[src/rtl/seq_det_pkg.sv]
// Elaboration-time helpers for the parametrised sequence detector.
// Patterns are passed zero-extended to 16 bits, first-received bit at index len-1.
package seq_det_pkg;

    function automatic int state_w(input int len);
        int w;
        w = $clog2(len);
        return (w < 1) ? 1 : w;
    endfunction

    // KMP step: longest pattern prefix that is a suffix of prefix(k) followed by b.
    // Capped below len so a full match never appears as a state.
    function automatic int next_prefix(input logic [15:0] pattern, input int len,
                                       input int k, input logic b);
        int  result;
        int  top;
        int  p;
        logic ok;
        logic c;
        result = 0;
        top = (k + 1 < len) ? k + 1 : len - 1;
        for (int j = 1; j <= top; j++) begin
            ok = 1'b1;
            for (int i = 0; i < j; i++) begin
                p = k + 1 - j + i;
                c = (p == k) ? b : pattern[len - 1 - p];
                if (c != pattern[len - 1 - i]) ok = 1'b0;
            end
            if (ok) result = j;
        end
        return result;
    endfunction

    function automatic int border_len(input logic [15:0] pattern, input int len);
        int  result;
        logic ok;
        result = 0;
        for (int j = 1; j < len; j++) begin
            ok = 1'b1;
            for (int i = 0; i < j; i++) begin
                if (pattern[len - 1 - i] != pattern[j - 1 - i]) ok = 1'b0;
            end
            if (ok) result = j;
        end
        return result;
    endfunction

endpackage

[src/rtl/sat_counter.sv]
// Saturating up-counter; holds at all-ones instead of wrapping.
module sat_counter #(
    parameter int W = 8
) (
    input  logic         clk,
    input  logic         reset,
    input  logic         clear,
    input  logic         inc,
    output logic [W-1:0] count
);

    always_ff @(posedge clk) begin
        if (!reset) begin
            count <= '0;
        end else if (clear) begin
            count <= '0;
        end else if (inc && (count != {W{1'b1}})) begin
            count <= count + 1'b1;
        end
    end

endmodule

[src/rtl/seq_detect_fsm.sv]
// Mealy detector for a PATTERN_LEN-bit pattern, MSB received first, with
// run-time overlap selection and a saturating hit counter.
//
//   state            | meaning
//   0                | no pattern prefix matched
//   k (1..LEN-1)     | last k accepted bits equal the first k pattern bits
//   >= PATTERN_LEN   | unreachable encoding, recovers to 0 with y low
module seq_detect_fsm
    import seq_det_pkg::*;
#(
    parameter int                     PATTERN_LEN = 4,
    parameter logic [PATTERN_LEN-1:0] PATTERN     = 4'b1011,
    parameter int                     CNT_W       = 8,
    localparam int                    STATE_W     = state_w(PATTERN_LEN)
) (
    input  logic               clk,
    input  logic               reset,
    input  logic               x,
    input  logic               x_valid,
    input  logic               overlap,
    input  logic               clear,
    output logic               y,
    output logic [CNT_W-1:0]   hit_count,
    output logic [STATE_W-1:0] currentState,
    output logic [STATE_W-1:0] nextState
);

    localparam int                 NSTATES = 1 << STATE_W;
    localparam logic [STATE_W-1:0] LAST    = STATE_W'(PATTERN_LEN - 1);
    localparam logic [STATE_W-1:0] BORDER  = STATE_W'(border_len(16'(PATTERN), PATTERN_LEN));

    generate
        if (PATTERN_LEN < 2 || PATTERN_LEN > 16 || CNT_W < 1 || CNT_W > 32) begin : g_bad_param
            $error("seq_detect_fsm: PATTERN_LEN must be 2..16 and CNT_W 1..32");
        end
    endgenerate

    logic [STATE_W-1:0] nxt0 [NSTATES];
    logic [STATE_W-1:0] nxt1 [NSTATES];
    logic [NSTATES-1:0] legal;
    logic               hit;

    // Transition table is pure wiring to constants; nothing stored at run time.
    generate
        for (genvar k = 0; k < NSTATES; k++) begin : g_tab
            if (k < PATTERN_LEN) begin : g_legal
                localparam int N0 = next_prefix(16'(PATTERN), PATTERN_LEN, k, 1'b0);
                localparam int N1 = next_prefix(16'(PATTERN), PATTERN_LEN, k, 1'b1);
                assign nxt0[k]  = STATE_W'(N0);
                assign nxt1[k]  = STATE_W'(N1);
                assign legal[k] = 1'b1;
            end else begin : g_illegal
                assign nxt0[k]  = '0;
                assign nxt1[k]  = '0;
                assign legal[k] = 1'b0;
            end
        end
    endgenerate

    assign hit = (currentState == LAST) && (x == PATTERN[0]);

    always_ff @(posedge clk) begin
        if (!reset) begin
            currentState <= '0;
        end else begin
            currentState <= nextState;
        end
    end

    always_comb begin
        nextState = currentState;
        if (!reset || clear) begin
            nextState = '0;
        end else if (x_valid) begin
            if (!legal[currentState]) begin
                nextState = '0;
            end else if (hit) begin
                nextState = overlap ? BORDER : '0;
            end else begin
                nextState = x ? nxt1[currentState] : nxt0[currentState];
            end
        end
    end

    always_comb begin
        y = x_valid & hit & reset & ~clear;
    end

    sat_counter #(
        .W(CNT_W)
    ) u_hits (
        .clk   (clk),
        .reset (reset),
        .clear (clear),
        .inc   (y),
        .count (hit_count)
    );

endmodule

[config.mk]
export PLATFORM = sky130hd
export DESIGN_NAME = seq_detect_fsm
export DESIGN_NICKNAME = d
export VERILOG_FILES = /design/src/rtl/seq_det_pkg.sv /design/src/rtl/sat_counter.sv /design/src/rtl/seq_detect_fsm.sv
export SDC_FILE = /design/constraint.sdc
export NUM_CORES = 1
export LEC_CHECK = 0
export ABC_CLOCK_PERIOD_IN_PS = 2050
export BUFFER_PORTS_ARGS = -buffer_cell sky130_fd_sc_hd__buf_2
export CAP_MARGIN = 20
export CORE_AREA = 2 2 39 41
export DETAILED_ROUTE_END_ITERATION = 8
export DIE_AREA = 0 0 41 43
export PLACE_DENSITY = 0.72
export SLEW_MARGIN = 0
export SYNTH_ARGS = -nofsm -noshare
export SYNTH_HDL_FRONTEND = slang
export SYNTH_SLANG_ARGS = --single-unit
export TNS_END_PERCENT = 1
[constraint.sdc]
create_clock -name clk -period 2.05 [get_ports clk]
set_clock_uncertainty 0.2 [all_clocks]
set_input_delay 0.205 -clock clk [delete_from_list [all_inputs] [get_ports clk]]
set_output_delay 0.205 -clock clk [all_outputs]
set_load 0.01 [all_outputs]
==> impl_metrics.csv, run 1 <==
group,metric,value,unit
status,outcome,"finished clean",
synth,ys_types,30,
routing,drt_iter0_drc,11,
sta,setup_ws,0.182,ns
floorplan,start_util,38.2,%
place,dp.cells,99,
worst_setup_path,worstSetupStartpoint,"u_hits.count[0]",
min_path,hold_path.class,"primary input to flip-flop",
worst_setup_path,critPathSlowestCell,"dfxtp_1",
synth,synthTopCellsByCount,"dfxtp_1 (10), nand2_1 (8), nor2_1 (6)",
place,gp_congestion,0.828,
floorplan,core_area,1380,sq um
sta,tns,0,ns
synth,syn-mean-instance-area,8.12,sq um
worst_setup_path,crit_path_end_kind,"flip-flop",
worst_setup_path,startpoint_type,"flip-flop",
place,place_ws,0.224,ns
synth,async_reset_ff_share,0,%
routing,vias_per_cell,5.67,
clocking,htreeDepth,1,
routing,drtAntennaViolNets,0,
clocking,cts_buffer_depth,2,
routing,drc,0,
place,dp_hpwl,991,um
grt,grt_pass1_vias,525,
clocking,ctsRootBufferMaster,"clkbuf_4",
synth,yosysWarnings,0,
cells_and_area,final_cell_count_no_fill,103,
sta,hold_viol_final,0,
worst_setup_path,r2r_slack,0.18,ns
floorplan,num_rows,14,
sta,final_max_slew_viol_count,0,
power,p_leak,0.298,nW
routing,wl_per_cell,13.1,um
sta,tightest_slew,0.374,ns
synth,synth_top_cell_by_area,"dfxtp_1",
cells_and_area,syn_to_final_growth,28.4,%
worst_setup_path,r2r-start,"u_hits.count[0]",
synth,syn_inst,65,
worst_setup_path,worstPathCellList,"ha_1, inv_1, or3_4, nor4b_1, nor3_1",
cells_and_area,nets,95,
worst_setup_path,crit_buf_inv,1,
clocking,clk_pin_slew,0.07,ns
clocking,cts_resized,0,
worst_setup_path,required,2.01,ns
power,peakVddDrop,0.306,mV
synth,synth.area.top_cells,"dfxtp_1 (38%), nand2_1 (5.7%), a21oi_1 (4.7%), nor2_1 (4.3%), mux2i_1 (3.8%)",
worst_setup_path,cp.depth,5,
floorplan,fp.dieH,43,um
worst_setup_path,cp_max_fo,6,
cells_and_area,post-route-util,49.0,%
synth,synth-edff-count,0,
synth,synth_top_cell_area_share,37.9,%
cells_and_area,drive_gt1_share,28.7,%
sta,slew_headroom,74.4,%
clocking,clock-sinks,10,
synth,synth.most_common_cell,"dfxtp_1",
place,portBuffers,18,
grt,antenna_found_initial,0,
worst_setup_path,worstPathArrival,1.83,ns
routing,drt-total-wl,1.35,mm
synth,mappedNetlistArea,528,sq um
grt,grt_pass1_wl,2.12,mm
floorplan,dieArea,1760,sq um
synth,ys_seq_area_share,37.9,%
sta,fin_crit_sh,91.1,%
clocking,cts_buffers,3,
routing,dr.pass1.iters,4,
routing,vias,584,
sta,setup_viol,0,
grt,grt_max_degree,10,
worst_setup_path,setup.worst_path.end,"u_hits.count[6]",
power,powerDensity,590,nW/um^2
worst_setup_path,ff2ff_path_depth,5,
synth,synth_fp_nets,72,
clocking,post_cts.repair.setup_buffers,0,
sta,grt_setup_unrepaired,"false",
sta,max_freq,535,MHz
synth,synth-seq-cells,10,
synth,ys.flop_type,"dfxtp_1",
grt,overflow,0,
clocking,cts_tree,"built",
floorplan,ios,19,
cells_and_area,diodes,0,
worst_setup_path,slowest_delay,0.41,ns
worst_setup_path,crit_family,"simple AND/OR/NAND/NOR gates",
clocking,cts_hold_buf,0,
worst_setup_path,rr_endpoint,"u_hits.count[6]",
floorplan,die_x,41,um
sta,fin_crit,1.87,ns
grt,gr-usage-all-layers,17.9,%
worst_setup_path,criticalPathCategory,"flip-flop to flip-flop",
clocking,clk_latency,0.27,ns
run,cap_viol_max_count,0,
power breakdown:
group          internal (mW)  leakage, nW  switching (mW)
logic                0.00853        0.196          0.0118
registers              0.195       0.0806        0.000952
clock network          0.108       0.0210          0.0758
state kept, by name (all words and copies together) (netlist names):
signal	cells
u_hits.count	8
currentState	2
through the flow:
step	hold slack [ns]	power, mW	instance area (sq um)
finish	0.0508	0.400	678
global route	0.0863	0.411	678
CTS	0.0566	0.398	678
detailed placement	0.306	0.221	642
global placement	0.294	0.220	642
floorplan	0.198	0.210	528
final cells by class:
type	instances	area, sq um
Tap cell	16	20.0
Sequential cell	10	200
Multi-Input combinational cell	50	309
Inverter	4	15.0
Fill cell	151	706
Clock buffer	4	36.3
Timing Repair Buffer	19	97.6
routing by layer:
metal | global-route usage (%) | routed length, um | vias to the layer above
met5 | 0 | 0 | -
met4 | 11.3 | 31 | 0
met3 | 4.71 | 66 | 5
met2 | 28.7 | 668 | 26
met1 | 19.3 | 587 | 264
li1 | - | - | 289
cell usage in the layout, fill, tap and decap left out:
| cell | Yosys | routed |
|---|---|---|
| clkbuf_8 | 0 | 1 |
| nand2b_1 | 1 | 1 |
| nor3b_1 | 1 | 1 |
| clkbuf_4 | 0 | 3 |
| a2111oi_0 | 1 | 1 |
| nand3_1 | 2 | 2 |
| mux2i_1 | 2 | 2 |
| nor4_1 | 1 | 1 |
| inv_1 | 4 | 4 |
| o21ai_1 | 1 | 1 |
| o211ai_1 | 1 | 1 |
| or2b_1 | 1 | 1 |
| a41oi_1 | 1 | 1 |
| and4_1 | 1 | 1 |
| a211oi_1 | 2 | 2 |
| nor3_1 | 3 | 3 |
| nand4_1 | 1 | 1 |
| a311oi_1 | 1 | 1 |
| nor2_1 | 6 | 6 |
| nor2b_1 | 1 | 1 |
| o21ai_0 | 2 | 2 |
| nand2_1 | 8 | 8 |
| buf_2 | 0 | 18 |
| and3_1 | 1 | 1 |
| a31oi_1 | 2 | 2 |
| a41o_1 | 1 | 1 |
| nand4_2 | 1 | 1 |
| or3_4 | 1 | 1 |
| ha_1 | 1 | 1 |
| buf_4 | 0 | 1 |
| a21oi_1 | 5 | 5 |
| dfxtp_1 | 10 | 10 |
| nor4b_1 | 1 | 1 |
worst reg2reg max path: stages (launching register included):
cell and delay (ns):
dfxtp_1 0.41, ha_1 0.30, inv_1 0.09, or3_4 0.40, nor4b_1 0.29, nor3_1 0.07
worst min-delay path by stage:
stage                          from              end  slack, ns  depth (start not counted)
floorplan                   x_valid  currentState[0]       0.20                          2
global placement    u_hits.count[1]  u_hits.count[1]       0.29                          2
detailed placement  u_hits.count[0]  u_hits.count[0]       0.31                          1
CTS                           clear  u_hits.count[0]       0.06                          4
global route                  clear  u_hits.count[1]       0.09                          4
finish                        clear  u_hits.count[1]       0.05                          4
kinds of logic after synthesis:
logic type | Yosys count | share of synthesized area (%)
compound gates | 17 | 21.1
fa+ha+maj | 1 | 2.37
buf+inv | 5 | 3.55
flops | 10 | 37.9
mux | 2 | 3.79
simple gates | 30 | 31.3
(Power assumes the default switching activity.)
==> inputs of run 2 (changes only) <==
Settings changed: ABC_AREA set to 1, CORE_AREA 2 2 39 41 to not set, CORE_UTILIZATION set to 48, DIE_AREA 0 0 41 43 to not set, PLACE_DENSITY 0.72 to 0.81.
==> run 2 against run 1 <==
  * Critical path depth rose by 1
  * Sequential power barely moved
  * Power fell by 1.4%
  * Combinational power rose by 6%
  * Worst setup slack got worse by 0.095 ns
  * Core utilization rose by 18 points
  * Wire length rose by 12%
  * Via count rose by 21%
==> impl_metrics.csv, run 2 <==
group,metric,value,unit
status,outcome,"finished clean",
place,dp_hpwl,1.16,mm
synth,mappedNetlistArea,628,sq um
worst_setup_path,worstSetupStartpoint,"clear",
worst_setup_path,criticalPathCategory,"primary input to output port",
clocking,clk_latency,0.27,ns
worst_setup_path,crit_path_end_kind,"output port",
synth,synth_top_cell_by_area,"dfxtp_1",
routing,drtAntennaViolNets,0,
worst_setup_path,critPathSlowestCell,"dlygate4sd3_1",
synth,synth-simple-area-share,43.0,%
synth,ys.flop_type,"dfxtp_1",
floorplan,start_util,54.3,%
cells_and_area,diodes,0,
synth,synth_top_family_by_area,"simple AND/OR/NAND/NOR gates",
sta,max_freq,509,MHz
sta,fin_crit_sh,95.8,%
worst_setup_path,slowest_delay,0.53,ns
worst_setup_path,crit_buf_inv,4,
grt,grt_pass1_wl,2.52,mm
power,p_leak,0.348,nW
clocking,post_cts.repair.setup_buffers,0,
cells_and_area,nets,131,
place,portBuffers,18,
clocking,cts_buffers,3,
grt,grt_max_degree,12,
cells_and_area,final_area,771,sq um
worst_setup_path,worstPathArrival,1.56,ns
clocking,clock-sinks,10,
place,gp_congestion,0.834,
grt,gr-usage-all-layers,25.4,%
sta,setup_viol,0,
cells_and_area,drive_gt1_share,23.6,%
routing,vias_per_cell,5.15,
power,powerDensity,512,nW/um^2
sta,tns,0,ns
floorplan,fp.dieH,38.2,um
worst_setup_path,required,1.64,ns
worst_setup_path,r2r_slack,0.40,ns
sta,whs,0.0587,ns
clocking,ctsRootBufferMaster,"clkbuf_4",
synth,synth-edff-count,0,
cells_and_area,syn_to_final_growth,22.7,%
synth,synth_fp_nets,109,
sta,fin_crit,1.96,ns
run,cap_viol_max_count,0,
routing,drt-total-wl,1.52,mm
grt,overflow,0,
worst_setup_path,worstPathCellList,"dlygate4sd3_1, buf_2, nor2_2, inv_2, nor2_4, buf_2",
worst_setup_path,crit_family,"buffers and inverters",
sta,final_max_slew_viol_count,0,
synth,synthTopCellsByCount,"nand2_1 (33), inv_1 (13), a21oi_1 (10), dfxtp_1 (10), nor2_1 (10)",
synth,synth_top_cell_area_share,31.9,%
synth,yosysWarnings,0,
sta,grt_setup_unrepaired,"false",
cells_and_area,largestRegisters,"u_hits.count x8, currentState x2",
synth,synth-seq-cells,10,
clocking,clk_pin_slew,0.06,ns
synth,ys_seq_area_share,31.9,%
routing,vias,706,
worst_setup_path,rr_endpoint,"u_hits.count[7]",
synth,synth_mux_area_share,0,%
cells_and_area,largest_register,"u_hits.count",
floorplan,dieArea,1460,sq um
floorplan,core_area,1160,sq um
routing,drt_iter0_drc,16,
sta,setup_ws,0.0868,ns
synth,synth.area.top_cells,"dfxtp_1 (32%), nand2_1 (20%), a21oi_1 (8.0%), inv_1 (7.8%), nand3_1 (7.2%)",
power,peakVddDrop,0.358,mV
floorplan,ios,19,
cells_and_area,largest_register_ffs,8,
synth,synth-adder-area-share,1.99,%
clocking,cts_tree,"built",
routing,wl_per_cell,11.1,um
grt,antenna_found_initial,0,
grt,met3_usage,6.40,%
grt,grt.busiest_layer,"met2",
routing,dr.pass1.iters,4,
place,dp.cells,132,
synth,async_reset_ff_share,0,%
grt,met1_usage,27.9,%
synth,synth_compound_area_share,11.6,%
worst_setup_path,setup.worst_path.end,"y",
min_path,hold_path.class,"primary input to flip-flop",
place,place_ws,0.424,ns
clocking,cts_buffer_depth,2,
worst_setup_path,cpMostUsedCell,"buf_2",
worst_setup_path,r2r-start,"u_hits.count[0]",
synth,syn_inst,102,
synth,synth_xor_area_share,1.39,%
floorplan,die_x,38.2,um
grt,grt_util_met2,41.9,%
synth,syn-mean-instance-area,6.16,sq um
worst_setup_path,ff2ff_path_depth,7,
cells_and_area,final_common_cell,"nand2_1",
grt,grt_pass1_vias,643,
cells_and_area,layout_common_cells,"nand2_1 (33), buf_2 (18), inv_1 (12)",
sta,hold_viol_final,0,
floorplan,num_rows,12,
place,placed_area,724,sq um
worst_setup_path,cp_max_fo,11,
cells_and_area,final_cell_count_no_fill,137,
sta,slew_headroom,78.4,%
clocking,htreeDepth,1,
sta,tightest_slew,0.324,ns
routing,drc,0,
synth,synth.most_common_cell,"nand2_1",
synth,ys_types,19,
worst_setup_path,cp.depth,6,
worst_setup_path,startpoint_type,"primary input",
run 2: cell types whose count changed in the layout (fill, tap and decap cells not counted), sizes merged, moves of 2 or more:
cell,delta
a211oi,-2
mux2i,-2
nand3,+8
a31oi,-2
a21oi,+5
nor2,+7
nand2,+26
inv,+10
nor3,-3
run 2: how the worst min path moves through the flow:
stage,startpoint,end,slack [ns],cells past startpoint
final,x,currentState[1],0.06,4
after global placement,clear,u_hits.count[6],0.28,4
after detailed placement,clear,u_hits.count[6],0.28,4
after floorplan,clear,u_hits.count[6],0.17,3
after CTS,reset,u_hits.count[6],0.05,5
after global routing,x,currentState[1],0.08,4
run 2: tightest hold or removal path, cell delays in order:
cell and delay, ns:
buf_2 0.10, nor2_1 0.04, nand2_1 0.06, a21oi_1 0.06
run 2: cells by family (layout without fill, tap and decap cells):
kind of cell / Yosys count / count (layout)
buffers and inverters: 16 / 37
AO/OA/AOI/OAI: 14 / 14
flip-flops: 10 / 10
XOR/XNOR: 1 / 1
adder cells (fa/ha/maj): 1 / 1
AND/OR/NAND/NOR: 60 / 60
run 2: power by group:
group / total [mW] / leakage (nW) / internal, mW / switching (mW)
logic: 0.0216 / 0.246 / 0.00846 / 0.0131
clock network: 0.177 / 0.0210 / 0.108 / 0.0691
registers: 0.196 / 0.0806 / 0.195 / 0.000883
run 2: timing repair:
action	in CTS	in global routing
hold endpoints to repair	1	0
hold buffers	1	0
resized for setup	0	1
setup endpoints to repair	0	1
run 2: routing by layer:
metal | wire, um | share of wire, %
met5 | 0 | 0
met4 | 52 | 3.4
met3 | 84 | 5.5
met2 | 728 | 48
met1 | 657 | 43
run 2: final cells by class:
| cell class | count | area, sq um |
|---|---|---|
| Sequential cell | 10 | 200 |
| Inverter | 14 | 52.6 |
| Clock buffer | 4 | 36.3 |
| Tap cell | 14 | 17.5 |
| Fill cell | 105 | 385 |
| Timing Repair Buffer | 19 | 100 |
| Multi-Input combinational cell | 76 | 364 |
run 2: through the flow:
stage	util, %	power (mW)
2_1_floorplan	-	0.211
3_3_place_gp	62.7	0.218
5_1_grt	66.7	0.409
3_5_place_dp	62.7	0.220
6_report	66.7	0.394
4_1_cts	66.7	0.399
==> inputs of run 3 (changes only) <==
Settings changed: ABC_CLOCK_PERIOD_IN_PS 2050 to 2350, CORE_AREA set to 2 2 39 41, CORE_UTILIZATION 48 to not set, DIE_AREA set to 0 0 41 43, PLACE_DENSITY 0.81 to 0.8.
Clock period 2.05 ns to 2.35 ns, I/O delays scaled along.
==> run 3 against run 2 <==
  * Global-route usage decreased by 8.4 points
  * Largest cell class unchanged
  * Sequential share of layout area rose by 0.26 points
  * Sequential power shrank 13%
  * Critical path type is now flip-flop to output port
  * Largest power group unchanged
  * Via count fell by 5.4%
==> impl_metrics.csv, run 3 (synthesis gave the netlist of run 2 again) <==
group,metric,value,unit
status,outcome,"finished clean",
place,gp_congestion,0.797,
clocking,htreeDepth,1,
worst_setup_path,worstSetupStartpoint,"currentState[0]",
floorplan,dieArea,1760,sq um
power,p_leak,0.344,nW
floorplan,core_area,1380,sq um
power,p_seq_share,49.8,%
sta,grt_setup_unrepaired,"false",
worst_setup_path,r2r-start,"u_hits.count[1]",
worst_setup_path,critPathSlowestCell,"dfxtp_1",
worst_setup_path,crit_family,"flip-flops",
clocking,post_cts.repair.setup_buffers,0,
sta,setup_viol,0,
routing,drt_iter0_drc,17,
worst_setup_path,criticalPathCategory,"flip-flop to output port",
cells_and_area,largest_register,"u_hits.count",
cells_and_area,nets,130,
min_path,hold_path.class,"primary input to flip-flop",
worst_setup_path,ff2ff_path_depth,7,
worst_setup_path,cp_max_fo,7,
power,pwr-share-comb,4.9,%
sta,final_max_slew_viol_count,0,
worst_setup_path,crit_buf_inv,2,
worst_setup_path,slowest_delay,0.39,ns
worst_setup_path,worstPathArrival,1.28,ns
floorplan,die_x,41,um
sta,hold_viol_final,0,
cells_and_area,fill_cells,140,
worst_setup_path,worstPathCellList,"nand2_1, inv_1, nand2_1, nor2_4, buf_2",
floorplan,num_rows,14,
cells_and_area,largest_register_ffs,8,
floorplan,fp.dieH,43,um
sta,tightest_slew,0.377,ns
clocking,ctsRootBufferMaster,"clkbuf_4",
power,peakVddDrop,0.355,mV
power,powerDensity,449,nW/um^2
place,portBuffers,18,
power,intPower,0.270,mW
routing,drtAntennaViolNets,0,
worst_setup_path,startpoint_type,"flip-flop",
cells_and_area,largestRegisters,"u_hits.count x8, currentState x2",
clocking,cts_buffers,3,
grt,grt_pass1_vias,532,
place,dp_hpwl,1.07,mm
routing,wl_per_cell,9.75,um
sta,fin_crit_sh,72.9,%
clocking,clock-sinks,10,
routing,vias,668,
run,cap_viol_max_count,0,
power,switchingPower,0.0726,mW
worst_setup_path,cp.depth,5,
sta,slew_headroom,74.8,%
worst_setup_path,rr_endpoint,"u_hits.count[5]",
worst_setup_path,required,1.91,ns
clocking,cts_buffer_depth,2,
routing,vias_per_cell,4.84,
routing,dr.pass1.iters,4,
worst_setup_path,cpMostUsedCell,"nand2_1",
grt,overflow,0,
cells_and_area,drive_gt1_share,23.0,%
cells_and_area,final_cell_count_no_fill,138,
cells_and_area,multi_input_area,364,sq um
place,dp.cells,134,
sta,fin_crit,1.71,ns
clocking,clk_latency,0.27,ns
grt,gr-usage-all-layers,17.0,%
worst_setup_path,setup.worst_path.end,"y",
clocking,cts_tree,"built",
cells_and_area,syn_to_final_growth,21.5,%
clocking,clk_pin_slew,0.06,ns
clocking,cts_resized,0,
floorplan,ios,19,
cells_and_area,final-seq-area,200,sq um
cells_and_area,layout_common_cells,"nand2_1 (33), buf_2 (18), inv_1 (13)",
cells_and_area,diodes,0,
grt,grt_pass1_wl,2.13,mm
floorplan,start_util,45.4,%
grt,grt_max_degree,12,
sta,max_freq,584,MHz
routing,drt-total-wl,1.35,mm
power,swShare,21.2,%
grt,antenna_found_initial,0,
worst_setup_path,r2r_slack,0.76,ns
routing,drc,0,
sta,tns,0,ns
power,clkPwrFrac,45.4,%
worst_setup_path,crit_path_end_kind,"output port",
cells_and_area,final_common_cell,"nand2_1",
clocking,cts_hold_buf,0,
[run 3: worst register-to-register path, stage by stage (launching register included)]
cell,delay (ns)
dfxtp_1,0.42
ha_1,0.26
nand2_1,0.10
nor2_2,0.11
nand3_2,0.12
nand2_4,0.13
nand2_1,0.06
a21oi_1,0.13
[run 3: metrics by stage]
step | hold WS [ns] | power [mW] | util [%] | cell area, sq um | setup slack, ns
floorplan | 0.196 | 0.184 | - | 628 | 0.849
global placement | 0.305 | 0.191 | 52.5 | 727 | 0.781
detailed placement | 0.308 | 0.191 | 52.5 | 727 | 0.767
CTS | 0.0269 | 0.345 | 55.2 | 763 | 0.635
global route | 0.0573 | 0.357 | 55.2 | 763 | 0.526
finish | 0.0236 | 0.343 | 55.2 | 763 | 0.637
[run 3: final cells by class]
| class | count | share of cell area, % |
|---|---|---|
| multi-input cells | 76 | 47.7 |
| clock buffers | 4 | 4.75 |
| inverters | 14 | 6.89 |
| repair buffers | 18 | 11.8 |
| flip-flops and latches | 10 | 26.2 |
| well taps | 16 | 2.62 |
[run 3: worst min-delay path by stage]
stage | endpoint | slack (ns) | cells past startpoint | start
floorplan | u_hits.count[6] | 0.20 | 3 | clear
global placement | u_hits.count[6] | 0.31 | 4 | clear
detailed placement | u_hits.count[6] | 0.31 | 4 | clear
CTS | u_hits.count[6] | 0.03 | 4 | clear
global route | u_hits.count[6] | 0.06 | 4 | clear
finish | u_hits.count[6] | 0.02 | 4 | clear
[run 3: layer usage]
metal  up-vias  track usage [%]  part of all wire (%)
met4         0             6.00                   1.1
met5         -                0                     0
li1        366                -                     -
met3         2             3.14                   3.9
met1       285             23.3                    47
met2        15             25.6                    47
[run 3: power groups by stage]
stage	clock network [mW]	logic, mW	registers [mW]
detailed placement	0	0.0168	0.175
floorplan	0	0.00922	0.175
CTS	0.158	0.0168	0.171
global placement	0	0.0163	0.175
finish	0.156	0.0167	0.171
global route	0.168	0.0187	0.171
